==> config.mk <==
export PLATFORM = sky130hd
export DESIGN_NAME = sorting_top
export DESIGN_NICKNAME = d
export VERILOG_FILES = /design/src/rtl/sorting_pkg.sv /design/src/rtl/sort_cell.sv /design/src/rtl/sorting_top.sv
export SDC_FILE = /design/constraint.sdc
export NUM_CORES = 2
export LEC_CHECK = 0
export BUFFER_PORTS_ARGS = -buffer_cell sky130_fd_sc_hd__buf_2
export CELL_PAD_IN_SITES_DETAIL_PLACEMENT = 1
export CELL_PAD_IN_SITES_GLOBAL_PLACEMENT = 2
export CORE_MARGIN = 10
export CORE_UTILIZATION = 33
export DETAILED_ROUTE_END_ITERATION = 10
export PLACE_DENSITY_LB_ADDON = 0.1
export SETUP_SLACK_MARGIN = 0.5
export SYNTH_ARGS = -nofsm -noshare
export SYNTH_HDL_FRONTEND = slang
export SYNTH_SLANG_ARGS = --single-unit
==> constraint.sdc <==
create_clock -name clk -period 2.7 [get_ports clk]
set_clock_uncertainty 0.2 [all_clocks]
set_input_delay 0.135 -clock clk [delete_from_list [all_inputs] [get_ports clk]]
set_output_delay 0.135 -clock clk [all_outputs]
set_load 0.02 [all_outputs]
==> src/rtl/sorting_pkg.sv <==
// rtl/sorting_pkg.sv - shared sizes, record field positions and rank compare for sorting_top
// Record layout: {ID[11:0], F[7:0], S[11:0]}; ID is carried but never compared.
package sorting_pkg;

   localparam int DEPTH  = 16;
   localparam int DATA_W = 32;

   localparam int ID_MSB = 31;
   localparam int ID_LSB = 20;
   localparam int F_MSB  = 19;
   localparam int F_LSB  = 12;
   localparam int S_MSB  = 11;
   localparam int S_LSB  = 0;

   // a outranks b: higher F wins; on equal F the smaller S wins; full ties do not outrank
   function automatic logic outranks(input logic [DATA_W-1:0] a, input logic [DATA_W-1:0] b);
      logic [F_MSB-F_LSB:0] a_f;
      logic [F_MSB-F_LSB:0] b_f;
      logic [S_MSB-S_LSB:0] a_s;
      logic [S_MSB-S_LSB:0] b_s;
      a_f = a[F_MSB:F_LSB];
      b_f = b[F_MSB:F_LSB];
      a_s = a[S_MSB:S_LSB];
      b_s = b[S_MSB:S_LSB];
      return (a_f > b_f) || ((a_f == b_f) && (a_s < b_s));
   endfunction

endpackage

==> src/rtl/sort_cell.sv <==
// rtl/sort_cell.sv - one slot of the insertion sorter chain
// Ports:
//   clk, rst         clock, asynchronous active-low reset
//   en, new_data     insertion enable and candidate record N
//   prev_data/valid  contents of the slot above (tied to 0 for slot 1)
//   prev_above       above() of the slot above (tied to 0 for slot 1)
//   data, valid      this slot's registered record and valid bit
//   above            this slot is empty or N outranks it
module sort_cell
   import sorting_pkg::*;
(
   input  logic              clk,
   input  logic              rst,
   input  logic              en,
   input  logic [DATA_W-1:0] new_data,
   input  logic [DATA_W-1:0] prev_data,
   input  logic              prev_valid,
   input  logic              prev_above,
   output logic [DATA_W-1:0] data,
   output logic              valid,
   output logic              above
);

   logic insert;

   // a zero record is the null record and never enters the list
   assign insert = en && (new_data != '0);
   assign above  = !valid || outranks(new_data, data);

   // above() is monotonic down the chain, so the first slot with above set takes N
   // and every slot below it takes its upper neighbour (shift down)
   always_ff @(posedge clk or negedge rst) begin
      if (!rst) begin
         data  <= '0;
         valid <= 1'b0;
      end else if (insert) begin
         if (prev_above) begin
            data  <= prev_data;
            valid <= prev_valid;
         end else if (above) begin
            data  <= new_data;
            valid <= 1'b1;
         end
      end
   end

endmodule

==> src/rtl/sorting_top.sv <==
// rtl/sorting_top.sv - streaming insertion sorter keeping the 16 best records by rank
// Ports:
//   clk                 clock, rising edge
//   rst                 asynchronous active-low reset, clears every slot
//   en                  insertion enable
//   input_data          record {ID, F, S}; 0 is a null record
//   sorted_data1..16    registered slot contents, slot 1 highest rank
module sorting_top
   import sorting_pkg::*;
(
   input  logic              clk,
   input  logic              rst,
   input  logic              en,
   input  logic [DATA_W-1:0] input_data,
   output logic [DATA_W-1:0] sorted_data1,
   output logic [DATA_W-1:0] sorted_data2,
   output logic [DATA_W-1:0] sorted_data3,
   output logic [DATA_W-1:0] sorted_data4,
   output logic [DATA_W-1:0] sorted_data5,
   output logic [DATA_W-1:0] sorted_data6,
   output logic [DATA_W-1:0] sorted_data7,
   output logic [DATA_W-1:0] sorted_data8,
   output logic [DATA_W-1:0] sorted_data9,
   output logic [DATA_W-1:0] sorted_data10,
   output logic [DATA_W-1:0] sorted_data11,
   output logic [DATA_W-1:0] sorted_data12,
   output logic [DATA_W-1:0] sorted_data13,
   output logic [DATA_W-1:0] sorted_data14,
   output logic [DATA_W-1:0] sorted_data15,
   output logic [DATA_W-1:0] sorted_data16
);

   logic [DATA_W-1:0] chain_data  [DEPTH];
   logic              chain_valid [DEPTH];
   logic              chain_above [DEPTH];

   // the last slot's above/valid feed nothing: a record pushed past slot 16 is discarded
   logic unused_tail;
   assign unused_tail = chain_above[DEPTH-1] | chain_valid[DEPTH-1];

   for (genvar i = 0; i < DEPTH; i++) begin : g_cell
      logic [DATA_W-1:0] p_data;
      logic              p_valid;
      logic              p_above;

      if (i == 0) begin : g_head
         assign p_data  = '0;
         assign p_valid = 1'b0;
         assign p_above = 1'b0;
      end else begin : g_link
         assign p_data  = chain_data[i-1];
         assign p_valid = chain_valid[i-1];
         assign p_above = chain_above[i-1];
      end

      sort_cell u_cell (
         .clk        (clk),
         .rst        (rst),
         .en         (en),
         .new_data   (input_data),
         .prev_data  (p_data),
         .prev_valid (p_valid),
         .prev_above (p_above),
         .data       (chain_data[i]),
         .valid      (chain_valid[i]),
         .above      (chain_above[i])
      );
   end

   assign sorted_data1  = chain_data[0];
   assign sorted_data2  = chain_data[1];
   assign sorted_data3  = chain_data[2];
   assign sorted_data4  = chain_data[3];
   assign sorted_data5  = chain_data[4];
   assign sorted_data6  = chain_data[5];
   assign sorted_data7  = chain_data[6];
   assign sorted_data8  = chain_data[7];
   assign sorted_data9  = chain_data[8];
   assign sorted_data10 = chain_data[9];
   assign sorted_data11 = chain_data[10];
   assign sorted_data12 = chain_data[11];
   assign sorted_data13 = chain_data[12];
   assign sorted_data14 = chain_data[13];
   assign sorted_data15 = chain_data[14];
   assign sorted_data16 = chain_data[15];

endmodule

### Word level (Yosys, flattened, before mapping)

Index checks and enable logic that the tools add are counted.

* register bits after elaboration: 528
* bits in latches: 0
* RAM bits: 0
* bits in read-only memories: 0
* input port bits: 35
* output and inout bits: 512
* logic and storage cells: 237
* memories: 0

* add/sub/neg operators: 0
* $mul: 0
* divide/modulo/power cells: 0
* magnitude comparators: 32
* equality and inequality tests: 16
* shift-type cells: 0
* muxes and demuxes: 60
* bitwise gates (word level): 0
* reduce and logical (&&, ||, !) cells: 97

Operators by type and width (count)
* $mux W32: 30
* $lt A12 B12 Y1: 16
* $eq A8 B8 Y1: 16
* $gt A8 B8 Y1: 16
* $logic_or A1 B1 Y1: 32
* $reduce_and A2 Y1: 16
* $reduce_bool A32 Y1: 1
* $mux W1: 30
* $reduce_bool A2 Y1: 15
* $logic_and A1 B1 Y1: 17
* $logic_not A1 Y1: 16

### Logic depth before layout (Yosys ltp)

* word-level depth: 6
* gate-level depth with buffers: 12
* depth with buffers taken out: 9

### By module

From an unflattened synthesis, not the netlist that was laid out.

* cell total of the unflattened synthesis: 3700
* area, all modules: 34599.4 um^2

By module, submodules not included
* sort_cell (g_cell[0].u_cell ...): times used 13, cells each 231, area each 2157.1 um^2, seq. area each 825.8 um^2
* sort_cell (g_cell[7].u_cell ...): times used 3, cells each 232, area each 2184.6 um^2, seq. area each 825.8 um^2
* sorting_top: times used 1, cells each 1, area each 3.8 um^2, seq. area each 0.0 um^2

### Worst setup path before layout

No wires, ideal clock.

* kind: flip-flop to flip-flop
* start point: register g_cell[12].u_cell.data[19]
* end point: register g_cell[12].u_cell.valid
* setup time: 0.125 ns
* arrival: 2.655 ns
* data required time: 2.375 ns
* setup slack: -0.280 ns
* cell stages (with the launch flop): 11
* path buffers: 1
* period minus slack after synthesis: 2.980 ns
* cell sequence: dfrtp_1 inv_1 ha_1 nand4_2 or3_1 a211o_1 a211oi_2 nor2_1 buf_6 a21oi_4 mux2_2

* cells in the longest elaborated chain, start to end: 6
* elaborated cells between the ends (all ways): 7
* classes of those cells: order compare (1); eq/ne (1); reduce/logical (5)

Ends and longest elaborated chain
* start: declaration: line sort_cell.sv:19 `output logic [DATA_W-1:0] data,`
* start signal: assignment: line sort_cell.sv:38 `data <= prev_data;`
* start signal: assignment: line sort_cell.sv:41 `data <= new_data;`
* branches (longest 2 deep; another with $gt A8 B8 Y1)
* $logic_or A1 B1 Y1 *: line sorting_pkg.sv:25 `return (a_f > b_f) || ((a_f == b_f) && (a_s < b_s));`
* $logic_or A1 B1 Y1 *: line sort_cell.sv:28 `assign above = !valid || outranks(new_data, data);`
* $reduce_bool A2 Y1 (no line) *
* $reduce_and A2 Y1 (no line) *
* end signal: assignment: line sort_cell.sv:39 `valid <= prev_valid;`
* end: declaration: line sort_cell.sv:20 `output logic valid,`

Every way passes the cells marked *.
A chain may end at the register's enable or synchronous reset.

### Worst setup path in the final report

* start point: register g_cell[3].u_cell.data[19]
* end point: register g_cell[3].u_cell.data[21]

* cells in the longest elaborated chain, start to end: 6
* elaborated cells between the ends (all ways): 7
* classes of those cells: order compare (1); eq/ne (1); reduce/logical (5)

Ends and longest elaborated chain (line)
* start: declaration: sort_cell.sv:19
* start signal: assignment: sort_cell.sv:38
* start signal: assignment: sort_cell.sv:41
* branches (longest 2 deep; another with $gt A8 B8 Y1)
* $logic_or A1 B1 Y1 *: sorting_pkg.sv:25
* $logic_or A1 B1 Y1 *: sort_cell.sv:28
* $reduce_bool A2 Y1 (no line) *
* $reduce_and A2 Y1 (no line) *

Marks and branches as above.

==> results.yml <==
place:
  place_ws_ns: -0.842
  hpwl_um: 134000
  port_buffers: 546
  place_congestion: 0.939
clock_network:
  cts_max_level: 3
  clk-insertion-delay-late_ns: 0.65
  cts_buffers: 69
  cts_tree: "done"
  cts.clk_slew.worst_paths_ns: 0.06
  clockRootBuffer: "clkbuf_16"
  clockBufferDepth: 3
  cts_num_sinks: 528
global_route:
  grt_overflow: 0
  grt_usage_pct: 32.8
  antenna_found_initial: 7
  grt_pass1_vias: 36700
  grt_pass1_wl_um: 262000
  grt_max_degree: 71
sta:
  layout_setup_ws_ns: -0.368
  worst_pin_slew_ns: 0.779
  setup_viol: 526
  max_freq_mhz: 326
  maxSlewHeadroom_pct: 48.1
  rsz0062_at_grt: "yes"
  finalMaxSlewViolations: 0
  hold_viol: 0
  period_minus_slack_ns: 3.07
  min_period_over_period_pct: 114
worst_setup_path:
  cp_max_fo: 12
  path_depth: 11
  r2r_slack_ns: -0.37
  cp-endpoint: "g_cell[3].u_cell.data[21]"
  r2r_end: "g_cell[3].u_cell.data[21]"
  crit_top_cell: "buf_6"
  regToRegStartpoint: "g_cell[3].u_cell.data[19]"
  slowest_delay_ns: 0.43
  crit_path_cell_trace: "inv_2, ha_4, nand4_1, or3_4, buf_6, nand3b_1, nand4_4, buf_6, o21ai_4, buf_6, a221o_1"
  crit_type: "reg2reg"
  start_kind: "register"
  cp.required_ns: 3.09
  critical_path.top_delay_family: "simple AND/OR/NAND/NOR gates"
  worstSetupStartpoint: "g_cell[3].u_cell.data[19]"
  reg2reg_depth: 11
  crit_buf_inv: 4
  arrival_ns: 3.45
  end_kind: "register"
  crit_slowest_cell: "or3_4"
yosys:
  synth_commonest_cells: "528 x dfrtp_1, 348 x a221o_1, 318 x inv_1"
  yosysMostFrequentCell: "dfrtp_1"
  synth-async-reset-ratio_pct: 100
  syn_inst: 3081
  synth_compound_area_share_pct: 21.9
  synth_area_leader_cell: "dfrtp_1"
  synth_edf_count: 0
  synth-simple-area-share_pct: 14.7
  synth_mux_area_share_pct: 1.65
  synth_top_cell_area_share_pct: 42.2
  ys_ff_latch: 528
  yosysSeqAreaShare_pct: 42.2
  synth_flop_cell: "dfrtp_1"
  ys_top_cells_by_area: "dfrtp_1 42%, ha_1 12%, a221o_1 11%, and3_1 5.6%, inv_1 3.8%"
  ys_types: 71
  synth_xor_area_share_pct: 0
  synthesis.nets: 3420
  avgSynthCellArea_sq_um: 10.2
  synth_top_family_by_area: "compound AO/OA/AOI/OAI gates"
  synth_fa_ha_area_share_pct: 12.1
  syn_area_sq_um: 31300
  ys_warn_count: 0
die:
  core_sq_um: 93700
  die_x_um: 328
  start_util_pct: 33.4
  die_y_um: 328
  die-area_sq_um: 108000
  io_pins: 547
  num_rows: 112
route:
  wl_per_cell_um: 32.2
  drc: 0
  drt-initial-drc-count: 2594
  drtAntennaViolNets: 0
  vias: 34200
  drt_first_pass_iters: 7
  wirelength_um: 188000
  viasPerCell: 5.84
layout:
  multi_input_comb_area_sq_um: 19500
  nNetsFinal: 4875
  syn_to_final_growth_pct: 66.4
  drive_gt1_share_pct: 52.0
  register_area_sq_um: 13400
  n_fill_cell: 9936
power:
  ir_worst_vdd_uv: 698
  power_uw: 75200
  pwr_density_cell_nw_per_um2: 1440
  leakagePower_uw: 0.0251
hold_path:
  hold_path_class: "in2reg"
run:
  maxCapViolCount: 0
run_status:
  violations: "negative setup slack"
  status: "finished with violations"
## metal layers
layer	vias to the layer above	routed length [um]	track usage, %
li1	14700	-	-
met1	17800	75000	39.9
met2	1301	91900	55.7
met3	408	11400	6.42
met4	0	9740	14.2
met5	-	0	0
## worst reg2reg max path: cells and delay by family, from the launching register on
| family | cells | cell delay, ns |
|---|---|---|
| compound gates | 2 | 0.59 |
| fa+ha+maj | 1 | 0.27 |
| buf+inv | 4 | 0.59 |
| flops | 1 | 0.37 |
| simple gates | 4 | 0.98 |
## kinds of logic after synthesis
kind of cell	count (synthesis)
buf+inv	567
mux	46
fa+ha+maj	304
simple gates	824
flops	528
compound gates	812
## how the worst min path moves through the flow
stage	from	to	slack (ns)	cells after the start
CTS	input_data[26]	g_cell[1].u_cell.data[26]	0.005	4
floorplan	rst	g_cell[0].u_cell.data[0]	-0.36	0
detailed placement	rst	g_cell[12].u_cell.data[14]	-0.03	1
global placement	rst	g_cell[12].u_cell.data[14]	-0.04	1
finish	input_data[3]	g_cell[12].u_cell.data[3]	0.04	5
global route	input_data[3]	g_cell[12].u_cell.data[3]	0.01	5
## sequential cells by signal, indices dropped and copies added (netlist names)
| name | count |
|---|---|
| g_cell.u_cell.valid | 16 |
| g_cell.u_cell.data | 512 |
## power by group
part	switching (uW)	internal [uW]
logic	27100	23200
registers	3560	11800
clock network	3910	5570
## stage by stage
stage / hold WS [ns] / utilization, % / cell area (sq um) / cells / TNS, ns
2_1_floorplan: -0.361 / - / 32800 / 3081 / -2.87
3_3_place_gp: -0.0374 / 46.0 / 43100 / 5442 / -240.75
3_5_place_dp: -0.0286 / 46.0 / 43100 / 5442 / -269.63
4_1_cts: 0.00495 / 52.9 / 49600 / 5770 / -94.89
5_1_grt: 0.0107 / 55.6 / 52100 / 5846 / -144.52
6_report: 0.0363 / 55.6 / 52100 / 5847 / -116.39
## what timing repair did
| item | CTS | global route |
|---|---|---|
| gates resized for setup | 359 | 293 |
| setup buffers | 106 | 57 |
| hold endpoints to repair | 618 | 0 |
| hold buffers | 53 | 0 |
| setup endpoints to repair | 527 | 527 |
| pin swaps | 155 | 121 |
| cloned | 45 | 16 |
## placed cells by master (no fill, tap or decap), drive strengths merged, types with 9 or more instances in the layout
cell         instances
buf               1563
dfrtp              528
a221o              348
inv                322
ha                 304
and3               280
clkbuf             122
nand2              116
a21oi              111
nor3               108
nand3               79
o22ai               53
dlygate4sd3         52
nand4               49
nand2b              49
o21ai               49
a211oi              48
mux2                45
o221ai              38
and2                34
nor2                33
o221a               32
a2bb2oi             32
nor2b               23
a21o                21
or3                 19
o31ai               17
nor4                12
o21a                12
a2111oi             11
o211ai              10
and4                10
clkinv               9
## area by class of cell
type	count	share of cell area (%)
flip-flops and latches	528	25.7
diodes	4	0.0192
repair buffers	1632	27.3
clock inverters	16	0.348
inverters	318	2.32
multi-input cells	1987	37.4
clock buffers	108	3.98
well taps	1254	3.01
(Power assumes the default switching activity.)
